**src/rtl/paula_audio_dma_sched_pkg.sv**
```systemverilog
// Shared constants and types for the Paula audio DMA slot scheduler:
// AUDxDAT register addresses, default slot timing and FSM state encodings.
package paula_audio_dma_sched_pkg;

    localparam logic [7:0] SLOT_OFFSET_DEF = 8'd7;
    localparam logic [7:0] SLOT_STRIDE_DEF = 8'd2;

    // Chip register addresses [8:1]; 0xFF marks "no register" on an idle bus.
    localparam logic [7:0] AUD0DAT  = 8'h55;
    localparam logic [7:0] AUD1DAT  = 8'h5D;
    localparam logic [7:0] AUD2DAT  = 8'h65;
    localparam logic [7:0] AUD3DAT  = 8'h6D;
    localparam logic [7:0] REG_IDLE = 8'hFF;

    typedef enum logic [1:0] {
        IDLE  = 2'b00,
        COUNT = 2'b01,
        DONE  = 2'b11
    } sched_state_t;

    function automatic logic [7:0] aud_dat_addr(input logic [1:0] chan);
        case (chan)
            2'd0:    return AUD0DAT;
            2'd1:    return AUD1DAT;
            2'd2:    return AUD2DAT;
            default: return AUD3DAT;
        endcase
    endfunction

endpackage

```
**src/rtl/paula_audio_slot_ctr.sv**
```systemverilog
// Colour-clock counter since the horizontal strobe, decoding which audio
// channel's slot (if any) falls on the current cck.
module paula_audio_slot_ctr
    import paula_audio_dma_sched_pkg::*;
#(
    parameter logic [7:0] SLOT_OFFSET = SLOT_OFFSET_DEF,
    parameter logic [7:0] SLOT_STRIDE = SLOT_STRIDE_DEF
) (
    input  logic       clk,
    input  logic       reset,
    input  logic       clk7_en,
    input  logic       cck,
    input  logic       clear,
    input  logic       run,
    output logic       slot_hit,
    output logic [1:0] slot_idx
);

    logic [7:0] cnt;

    // NOTE: sequential state uses non-blocking assignments so every register
    // samples the pre-edge values of its neighbours, independent of block order.
    always_ff @(posedge clk) begin
        if (clk7_en) begin
            if (reset || clear) begin
                cnt <= '0;
            end else if (run && cck && cnt != 8'hFF) begin
                cnt <= cnt + 8'd1;
            end
        end
    end

    // NOTE: both outputs get a default first so no path through the loop
    // leaves them unassigned, which would otherwise infer a latch.
    always_comb begin
        slot_hit = 1'b0;
        slot_idx = 2'd0;
        for (int n = 0; n < 4; n++) begin
            if (run && cck && cnt == SLOT_OFFSET + SLOT_STRIDE * 8'(n)) begin
                slot_hit = 1'b1;
                slot_idx = 2'(n);
            end
        end
    end

endmodule

```
**src/rtl/paula_audio_dma_sched.sv**
```systemverilog
// Per-scanline audio DMA slot scheduler: latches channel requests at strhor
// and issues one AUDxDAT fetch per pending channel in its fixed cck slot.
module paula_audio_dma_sched
    import paula_audio_dma_sched_pkg::*;
#(
    parameter logic [7:0] SLOT_OFFSET = SLOT_OFFSET_DEF,
    parameter logic [7:0] SLOT_STRIDE = SLOT_STRIDE_DEF
) (
    input  logic       clk,
    input  logic       reset,
    input  logic       clk7_en,
    input  logic       cck,
    input  logic       strhor,
    input  logic       dmaen,
    input  logic [3:0] auden,
    input  logic [3:0] dmareq,
    input  logic [3:0] dmas,
    output logic [3:0] dmaena,
    output logic       dma_cycle,
    output logic [1:0] dma_chan,
    output logic       dma_reload,
    output logic [7:0] reg_address_out,
    output logic [3:0] pending
);

    sched_state_t state, state_next;
    logic [3:0]   reload_l;
    logic         slot_hit;
    logic [1:0]   slot_idx;
    logic         fetch;
    logic [3:0]   served;

    paula_audio_slot_ctr #(
        .SLOT_OFFSET (SLOT_OFFSET),
        .SLOT_STRIDE (SLOT_STRIDE)
    ) u_slot_ctr (
        .clk      (clk),
        .reset    (reset),
        .clk7_en  (clk7_en),
        .cck      (cck),
        .clear    (strhor),
        .run      (state == COUNT),
        .slot_hit (slot_hit),
        .slot_idx (slot_idx)
    );

    // A new line's strobe pre-empts any slot landing on the same edge.
    assign fetch  = slot_hit && !strhor && pending[slot_idx] && dmaena[slot_idx];
    assign served = fetch ? (4'(1) << slot_idx) : 4'b0000;

    always_ff @(posedge clk) begin
        if (clk7_en) begin
            if (reset) begin
                state <= IDLE;
            end else begin
                state <= state_next;
            end
        end
    end

    always_comb begin
        state_next = state;
        if (strhor) begin
            state_next = COUNT;
        end else begin
            case (state)
                COUNT:   if (slot_hit && slot_idx == 2'd3) state_next = DONE;
                IDLE,
                DONE:    state_next = state;
                default: state_next = IDLE;
            endcase
        end
    end

    always_ff @(posedge clk) begin
        if (clk7_en) begin
            if (reset) begin
                dmaena          <= '0;
                pending         <= '0;
                reload_l        <= '0;
                dma_cycle       <= 1'b0;
                dma_chan        <= 2'd0;
                dma_reload      <= 1'b0;
                reg_address_out <= REG_IDLE;
            end else begin
                dmaena <= {4{dmaen}} & auden;
                if (strhor) begin
                    // Channels drop dmareq on this same edge; we see the pre-edge value.
                    pending         <= dmareq & dmaena;
                    reload_l        <= dmas & dmareq & dmaena;
                    dma_cycle       <= 1'b0;
                    dma_reload      <= 1'b0;
                    reg_address_out <= REG_IDLE;
                end else begin
                    pending  <= pending & dmaena & ~served;
                    reload_l <= reload_l & dmaena & ~served;
                    if (fetch) begin
                        dma_cycle       <= 1'b1;
                        dma_chan        <= slot_idx;
                        dma_reload      <= reload_l[slot_idx];
                        reg_address_out <= aud_dat_addr(slot_idx);
                    end else if (cck) begin
                        dma_cycle       <= 1'b0;
                        dma_reload      <= 1'b0;
                        reg_address_out <= REG_IDLE;
                    end
                end
            end
        end
    end

endmodule

```
**config.mk**
```make
export PLATFORM = sky130hd
export DESIGN_NAME = paula_audio_dma_sched
export DESIGN_NICKNAME = d
export VERILOG_FILES = /design/src/rtl/paula_audio_dma_sched_pkg.sv /design/src/rtl/paula_audio_slot_ctr.sv /design/src/rtl/paula_audio_dma_sched.sv
export SDC_FILE = /design/constraint.sdc
export NUM_CORES = 1
export LEC_CHECK = 0
export CAP_MARGIN = 20
export CORE_MARGIN = 4
export CORE_UTILIZATION = 45
export CTS_CLUSTER_SIZE = 40
export DETAILED_ROUTE_END_ITERATION = 12
export PLACE_DENSITY = 0.72
export SKIP_CTS_REPAIR_TIMING = 1
export SLEW_MARGIN = 20
export SYNTH_ARGS = -nofsm -noshare
export SYNTH_HDL_FRONTEND = slang
export SYNTH_SLANG_ARGS = --single-unit
```
**constraint.sdc**
```tcl
create_clock -name clk -period 3.2 [get_ports clk]
set_input_delay 0.8 -clock clk [delete_from_list [all_inputs] [get_ports clk]]
set_output_delay 0.8 -clock clk [all_outputs]
set_load 0.01 [all_outputs]
```
Word level (Yosys, flattened, before mapping):

Index checks and enable logic that the tools add are counted.

* $add $sub $neg: 1
* $lt $le $gt $ge: 1
* equality and inequality tests: 13
* shift operators: 1
* muxes and demuxes: 28
* bitwise logic cells: 9
* reduce and logical (&&, ||, !) cells: 23

Operator list (count)
* $and 4x4->4: 8
* $eq 8x4->1 const B: 3
* $mux 8: 3
* $pmux 6 s3: 1
* $mux 1: 12
* $mux 4: 3
* $logic_and 1x1->1: 10
* $mux 2: 5
* $add 8x1->8 const B: 1
* $eq 8x3->1 const B: 1
* $ne 8x8->1 const B: 1
* $bmux 1 s2: 3
* $eq 2x2->1 const B: 3
* $reduce_and 3->1: 2
* $eq 2x1->1 const B: 2
* $logic_not 2->1: 2
* $ne 4x4->1 const B: 1
* $not 4->4: 1
* $pmux 2 s2: 1
* $reduce_and 2->1: 2
* $reduce_bool 2->1: 2
* $reduce_bool 4->1: 1
* $reduce_or 2->1: 2
* $shl 1x2->4 const A: 1
* other kinds (5): 5

* register bits: 34
* bits of input ports: 18
* output and inout bits: 20
* word-level logic and storage cells: 86

Longest topological paths before layout:

Gate-level depths: netlist of the first run.

* depth after elaboration: 14
* gate-level depth with buffers: 8
* gate-level depth less buffers: 8

By module:

A second synthesis of the first run with hierarchy kept.

* cell total of the unflattened synthesis: 153
* area total of the unflattened synthesis: 1670.4 um^2

By module, submodules not included
* paula_audio_dma_sched: times used 1, cells an instance 100, area an instance 1152.4 um^2, seq. area each 690.7 um^2
* paula_audio_slot_ctr: times used 1, cells an instance 53, area an instance 518.0 um^2, seq. area each 240.2 um^2

Least setup slack after synthesis of the first run:

OpenSTA, ideal clock, no wires.

* path type: input to register
* from: in cck
* to: reg reg_address_out[5], data pin
* setup time: 272 ps
* arrival: 1886 ps
* data required time: 2928 ps
* slack: 1042 ps
* stages on the path: 4
* buffers on the path: 0
* cells stage by stage: and4bb_1 nor3b_4 nand3b_4 or4b_1

* longest elaborated chain between the ends: 10
* elaborated cells on any way between the ends: 24
* those cells by class: eq/ne (2); mux (13); reduce/logical (9)

Ends and longest elaborated chain
* from (decl): line paula_audio_dma_sched.sv:12 `input logic cck,`
* $logic_and 1x1->1 (*): line paula_audio_slot_ctr.sv:39 `if (run && cck && cnt == SLOT_OFFSET + SLOT_STRIDE * 8'(n)) begin`
* $logic_and 1x1->1: line paula_audio_slot_ctr.sv:39
* $mux 1: line paula_audio_slot_ctr.sv:39
* $mux 2 or $mux 1 (tied branches) (2 in a row): line paula_audio_slot_ctr.sv:39
* $bmux 1 s2 or $mux 1 (tied branches): line paula_audio_dma_sched.sv:48, paula_audio_slot_ctr.sv:39
* $mux 1 (implied by the code) or $logic_and 1x1->1 (tied branches): line paula_audio_dma_sched.sv:48 `assign fetch = slot_hit && !strhor && pending[slot_idx] && dmaena[slot_idx];`
* $logic_and 1x1->1 (2 in a row): line paula_audio_dma_sched.sv:48
* $mux 8 (*): line paula_audio_dma_sched.sv:97 `if (fetch) begin`
* to (signal assigned): line paula_audio_dma_sched.sv:101 `reg_address_out <= aud_dat_addr(slot_idx);`
* to (decl): line paula_audio_dma_sched.sv:22 `output logic [7:0] reg_address_out,`

Every way passes the cells marked *; elsewhere a longest branch is shown, timed or not. The select of a mux whose other input is x is not followed.
A chain may end at the register's enable or synchronous reset.

Final worst setup path of the first run:

Same ends and word-level chain as after synthesis.

==> qor.txt, run 1 <==
======================================================================================
Cell count after synthesis                                                         159
Antenna violations before repair                                                     0
Global Route met3 Usage                                                         5.540%
Proportion of synthesized flip-flops having asynchronous set or reset               0%
Final worst path period share                                                   77.14%
Drt pass-1 iters                                                                     4
Effective utilization at floorplan                                              47.93%
Synth top area share                                                            51.88%
Reg power frac                                                                   50.3%
Busiest metal layer after global routing                                          met2
Count of cell types in the netlist                                                  46
Source of the critical timing path                                                 cck
Number of fillers in the final layout                                              321
Num CTS Buffers                                                                      5
Unrepaired setup endpoints after global routing                                  false
GR Layer Usage met2                                                             24.08%
Top flip-flop cell by instance count after synthesis                          edfxtp_1
Antenna-violating nets left                                                          0
Maximum number of buffers from clock root to sink                                    2
Library cell contributing the largest single delay on the critical path         or4b_1
Total wire length                                                             3.546 mm
Number of nets in the layout                                                       216
Number of warnings reported in the yosys synthesis log                               0
Internal power                                                                757.4 uW
Area enclosed by the die boundary                                           5062 sq um
H-tree levels                                                                        2
Vias per cell                                                                    5.295
Routed wire length per instance                                               14.53 um
I/O pin total                                                                       38
Initial detailed-routing violation count                                            81
Met1 track demand over resource                                                 19.71%
Most area-hungry cell type in the Yosys netlist                               edfxtp_1
Status                                                                    complete, no violations
Req. time, crit path                                                           3.22 ns
Total non-filler cell area in the finished layout                           2257 sq um
Combined area of all synthesized cells                                      1794 sq um
Minimum clock period after layout                                             2.468 ns
Placed instance area                                                        2150 sq um
Final setup fails                                                                    0
Maximum resistive drop on vdd                                                 259.1 uV
Die Y                                                                         71.15 um
Overall die width                                                             71.15 um
Post-layout instance count excluding filler cells                                  244
Clock Tree Root                                                               clkbuf_8
PwrDens                                                                   431.8 nW/um^2
First-pass GRT wire length                                                    6.085 mm
Port-buffer cells                                                                   34
TritonCTS clock tree                                                              done
Launch point of the worst reg-to-reg path                                 u_slot_ctr.cnt[1]
Count of placed standard cells including taps                                      236
Via count                                                                        1,292
DP Wirelength                                                                 2.717 mm
Worst Hold Class                                                               reg2reg
Number of pins with negative max-slew slack in the final report                      0
Max-capacitance violation count                                                      0
Post-route clock skew                                                      0.003521 ns
Crit path launch type                                                       input port
Clock slew at reported path FFs                                                0.06 ns
Source of the worst hold timing path                                         dmaena[3]
Critical path's top delay family                                          simple AND/OR/NAND/NOR gates
Number of flops mapped to enable cells by yosys                                     31
Total GRT Usage                                                                 15.32%
Fraction of the yosys area taken by sequential cells                            51.88%
Setup Total Neg Slack                                                             0 ns
Share of cells above drive strength 1                                           11.22%
GR Overflow Total                                                                    0
Worst hold margin                                                            0.6130 ns
Largest stage delay on the critical path                                       0.51 ns
Number of global-route vias before repair                                        1,305
Pin count of the biggest net entering global routing                                14
Comb power frac                                                                  12.1%
RePlAce Congestion                                                              0.9021
Net switching fraction of the power                                             22.30%
Layout-stage area growth over the synthesis result                              25.80%
Storage element area                                                       930.9 sq um
Leakage dissipation                                                       0.0007736 uW
Fmax                                                                         405.1 MHz
Number of buffer and inverter instances along the worst setup path                   1
Area of the multi-input gates                                              777.0 sq um
Number of failing hold endpoints at the final stage                                  0
Final worst slack                                                            0.7315 ns
Largest fanout of any net on the critical path                                       5
Row count                                                                           22
Switching pwr                                                                 217.3 uW
Placement Setup Slack                                                        0.4304 ns
Final routed DRC violation total                                                     0
Synth Register Bits                                                                 31
CP cell instances                                                         clkdlybuf4s50_1 > and4bb_1 > nor3b_4 > nand3b_4 > or4b_1
Category of the critical setup timing path                                      in2reg
Type of destination of the critical path                                     flip-flop
Worst skew pair latency                                                        0.28 ns
Total inserted antenna cells                                                         0
Placeable core region                                                       3744 sq um
Main area contributors after synthesis                                    edfxtp_1 (52%), nor2_1 (3.8%), nand2_1 (2.9%)
Mapped Avg Cell Area                                                       11.28 sq um
Power share of the clock group                                                   37.6%
CTS Sinks                                                                           31
Worst EP arrival                                                               2.49 ns
======================================================================================
-- final timing paths --
path / endpoint / slack [ns] / cells after the start
worst min-delay path: pending[3] / 0.61 / 2
worst min register to register: pending[3] / 0.61 / 2
worst max register to register: reg_address_out[5] / 0.98 / 6
worst max-delay path: reg_address_out[5] / 0.73 / 5
-- per-stage QoR --
stage	total power [uW]	utilization, %
6_report	974.7	60.29
2_1_floorplan	563.2	-
3_3_place_gp	612.6	57.42
3_5_place_dp	616.3	57.42
4_1_cts	984.0	60.29
5_1_grt	1022	60.29
-- cells in the mapped netlist (2+ instances only) --
| cell type | n |
|---|---|
| o2111ai_1 | 2 |
| inv_1 | 6 |
| nand3_1 | 9 |
| buf_6 | 2 |
| and2_1 | 6 |
| o21a_1 | 4 |
| a31oi_1 | 2 |
| a21oi_1 | 5 |
| a32oi_1 | 2 |
| clkbuf_1 | 2 |
| a211oi_2 | 2 |
| nand2_1 | 14 |
| o21ai_0 | 5 |
| edfxtp_1 | 31 |
| nor2_1 | 18 |
| ha_1 | 3 |
| buf_4 | 5 |
| or3_1 | 3 |
| o21ai_1 | 2 |
| xor2_1 | 2 |
| nor2b_1 | 5 |
| nor3b_1 | 2 |
| nand4_1 | 3 |
| xnor2_1 | 2 |
-- state kept, by name, summed over array words and instances (netlist names) --
| signal | cells |
|---|---|
| dma_reload | 1 |
| state | 2 |
| reload_l | 4 |
| u_slot_ctr.cnt | 8 |
| dmaena | 4 |
| pending | 4 |
| dma_chan | 2 |
| reg_address_out | 5 |
| dma_cycle | 1 |
-- power groups by stage --
stage	clock, uW	combinational [uW]	sequential (uW)
2_1_floorplan	0	68.3	495
3_3_place_gp	0	115	498
3_5_place_dp	0	118	499
4_1_cts	375	119	490
5_1_grt	400	128	494
6_report	367	117	491
-- kinds of logic (layout without fill, tap and decap cells) --
group / after synthesis / in the layout / share of synthesized area [%]
simple gates: 71 / 71 / 23.64
fa+ha+maj: 3 / 3 / 2.092
mux: 1 / 1 / 0.5579
other cells: 1 / 3 / 0.2090
compound gates: 32 / 32 / 14.44
xor+xnor: 4 / 4 / 1.953
flops: 31 / 31 / 51.88
buf+inv: 16 / 51 / 5.230
-- layer usage --
| metal | vias up | part of all wire (%) | wire, um |
|---|---|---|---|
| met3 | 5 | 7.2 | 256 |
| met4 | 0 | 0.93 | 33 |
| met1 | 590 | 45 | 1589 |
| li1 | 648 | - | - |
| met5 | - | 0 | 0 |
| met2 | 49 | 47 | 1666 |
-- tightest hold or removal path: stages, from the launching register on --
cell	delay (ns)
edfxtp_1	0.38
nand2_1	0.06
o21ai_0	0.07
-- cell usage in the layout, fill, tap and decap left out, types with 2 or more instances in the layout --
cell	n
a31oi_1	2
xor2_1	2
nor2b_1	5
o21ai_1	2
a211oi_2	2
nor3b_1	2
inv_1	6
buf_4	2
clkdlybuf4s50_1	34
a21oi_1	5
conb_1	3
nand3_1	9
ha_1	3
clkbuf_8	5
edfxtp_1	31
nand4_1	3
o21a_1	4
and2_1	6
a32oi_1	2
o2111ai_1	2
nand2_1	14
o21ai_0	5
xnor2_1	2
nor2_1	18
or3_1	3
-- final cells by class --
| type | instances | share of cell area (%) |
|---|---|---|
| Clock inverter | 3 | 1.718 |
| Multi-Input combinational cell | 114 | 34.42 |
| Tap cell | 48 | 2.661 |
| Timing Repair Buffer | 36 | 15.74 |
| Sequential cell | 31 | 41.24 |
| Clock buffer | 5 | 3.049 |
| Inverter | 7 | 1.164 |
No activity file was read; power rests on OpenSTA's default activity.
==> run 2: changes to the inputs <==
==> constraint.sdc (replaced) <==
create_clock -name clk -period 2.45 [get_ports clk]
set_input_delay 0.6125 -clock clk [delete_from_list [all_inputs] [get_ports clk]]
set_output_delay 0.6125 -clock clk [all_outputs]
set_load 0.01 [all_outputs]
==> run 2 against run 1 <==
Against the previous run:
- highest routed layer unchanged
- sequential share of layout area decreased by 0.87 points
- total power up 21%
- clock power increased by 4%
- sequential power grew 30%
- register-to-register slack lost 0.77 ns
- combinational power grew 38%
- setup slack worse by 0.52 ns
- via count grew 5.7%
- critical path type unchanged
- clock-buffer cell count is 2 higher
- sequential cell count stayed put
==> qor.txt, run 2 (synthesized netlist as in run 1, its figures left out) <==
======================================================================================
Status                                                                    complete, no violations
Routed wire length per instance                                               14.25 um   -1.9%
Clock Tree Root                                                               clkbuf_8
Max-capacitance violation count                                                      0   unchanged
Req. time, crit path                                                           2.47 ns   -0.75 ns
Number of flip-flops under the largest register name                                 8   unchanged
Number of failing hold endpoints at the final stage                                  0   unchanged
Drt pass-1 iters                                                                     4   unchanged
Share of cells above drive strength 1                                           15.05%   +3.8 points
Layout-stage area growth over the synthesis result                              28.52%
Number of nets in the layout                                                       226   +4.6%
Least-Margin Pin Slew                                                        0.5721 ns
Largest fanout of any net on the critical path                                       4   -1
Via count                                                                        1,365   +5.7%
Placement Setup Slack                                                      -0.08904 ns   -0.5194 ns
Effective utilization at floorplan                                              47.93%   unchanged
Leakage dissipation                                                       0.0008087 uW   +4.5%
Length in cells of the worst reg-to-reg path                                         6   unchanged
Final Util                                                                      61.60%   +1.3 points
Crit path launch type                                                       input port
Maximum resistive drop on vdd                                                 356.6 uV   +38%
Antenna violations before repair                                                     0   unchanged
Library cell contributing the largest single delay on the critical path         or4b_1
Placed instance area                                                        2225 sq um   +3.5%
Row count                                                                           22   unchanged
Port-buffer cells                                                                   34   unchanged
Num CTS Buffers                                                                      5   unchanged
Critical path depth in cells                                                         5   unchanged
Total inserted antenna cells                                                         0   unchanged
Area enclosed by the die boundary                                           5062 sq um   unchanged
Largest stage delay on the critical path                                       0.51 ns   about the same
Placeable core region                                                       3744 sq um   unchanged
H-tree levels                                                                        2   unchanged
Worst skew pair latency                                                        0.28 ns   about the same
Clock slew at reported path FFs                                                0.06 ns   about the same
Total non-filler cell area in the finished layout                           2306 sq um   +2.2%
Worst EP arrival                                                               2.26 ns   -0.23 ns
Vias per cell                                                                    5.374   +1.5%
Number of pins with negative max-slew slack in the final report                      0   unchanged
Total GRT Usage                                                                 15.13%   -0.19 points
Setup Total Neg Slack                                                             0 ns   unchanged
Largest registers                                                         u_slot_ctr.cnt x8, reg_address_out x5
DP Wirelength                                                                 2.856 mm   +5.1%
CTS Sinks                                                                           31   unchanged
Max-slew headroom                                                               61.72%
TritonCTS clock tree                                                              done
Category of the critical setup timing path                                      in2reg
Antenna-violating nets left                                                          0   unchanged
Total wire length                                                             3.620 mm   +2.1%
Number of cells traversed by the worst hold path                                     1   -1
Post-route clock skew                                                      0.005212 ns   +0.001692 ns
Worst Hold Class                                                               reg2reg
Most common cell after layout, fill and taps aside                        clkdlybuf4s50_1
Minimum clock period after layout                                             2.241 ns
Final routed DRC violation total                                                     0   unchanged
Final worst path period share                                                   91.48%
Initial detailed-routing violation count                                           103   +27%
Final worst slack                                                            0.2087 ns   -0.5229 ns
Fmax                                                                         446.2 MHz
Number of global-route vias before repair                                        1,337   +2.5%
Final setup fails                                                                    0   unchanged
Number of buffer and inverter instances along the worst setup path                   1   unchanged
CP cell instances                                                         clkdlybuf4s50_1 > and4bb_1 > nor3b_4 > nand3b_4 > or4b_1
Pin count of the biggest net entering global routing                                10   -4
Maximum number of buffers from clock root to sink                                    2   unchanged
Critical path's top delay family                                          simple AND/OR/NAND/NOR gates
GR Overflow Total                                                                    0   unchanged
RePlAce Congestion                                                              0.9395   +4.1%
First-pass GRT wire length                                                    5.961 mm   -2.0%
Type of destination of the critical path                                     flip-flop
Unrepaired setup endpoints after global routing                                  false
Die Y                                                                         71.15 um   unchanged
I/O pin total                                                                       38   unchanged
Highest-count cells in the layout ignoring fill and taps                  clkdlybuf4s50_1 (34), edfxtp_1 (31), nor2_1 (18), nand2_1 (14), buf_4 (12)
Top reg by flops                                                          u_slot_ctr.cnt
PwrDens                                                                   512.4 nW/um^2   +19%
Overall die width                                                             71.15 um   unchanged
======================================================================================
## run 2: changes by cell type in the layout (fill, tap and decap cells not counted), sizes merged
cell / change
clkinv: -1
buf: +10
bufinv: -1
clkbuf: +2
## run 2: worst paths after layout
kind	from	end	slack, ns
worst min-delay path	u_slot_ctr.cnt[0]	u_slot_ctr.cnt[0]	0.62
worst max register to register	u_slot_ctr.cnt[1]	reg_address_out[5]	0.21
worst max-delay path	cck	reg_address_out[5]	0.21
worst min register to register	u_slot_ctr.cnt[0]	u_slot_ctr.cnt[0]	0.62
## run 2: where the power goes
part	internal (uW)	total (uW)	switching [uW]
registers	614	639	25.0
clock network	199	381	182
logic	84.0	162	77.7
total	897	1180	285
## run 2: area by class of cell
type                            instances  area (sq um)
Sequential cell                        31         930.9
Tap cell                               48         60.06
Fill cell                             318          1438
Multi-Input combinational cell        114         777.0
Timing Repair Buffer                   46         430.4
Clock inverter                          1         5.005
Clock buffer                            7         76.32
Inverter                                7         26.28
## run 2: layer usage
| metal | part of all wire, % | vias to the layer above | GRT usage, % |
|---|---|---|---|
| li1 | - | 667 | - |
| met1 | 44 | 651 | 19.13 |
| met2 | 49 | 43 | 24.08 |
| met3 | 6.6 | 4 | 3.977 |
| met4 | 0.94 | 0 | 7.098 |
| met5 | 0 | - | 0 |
## run 2: through the flow
| stage | std cells | total power (uW) | hold WS, ns |
|---|---|---|---|
| after global placement | 246 | 807.6 | 0.5960 |
| after floorplan | 161 | 735.7 | 0.5867 |
| after detailed placement | 246 | 811.7 | 0.6146 |
| final | 254 | 1182 | 0.6190 |
| after global routing | 254 | 1232 | 0.6494 |
| after CTS | 254 | 1187 | 0.6259 |
==> run 3: changes to the inputs <==
--- a/config.mk
+++ b/config.mk
@@ -12,7 +12,6 @@
 export DETAILED_ROUTE_END_ITERATION = 12
 export PLACE_DENSITY = 0.72
 export SKIP_CTS_REPAIR_TIMING = 1
-export SLEW_MARGIN = 20
 export SYNTH_ARGS = -nofsm -noshare
 export SYNTH_HDL_FRONTEND = slang
 export SYNTH_SLANG_ARGS = --single-unit
==> results of run 3 <==
Final layout, timing and power as in run 2 (identical DEF).
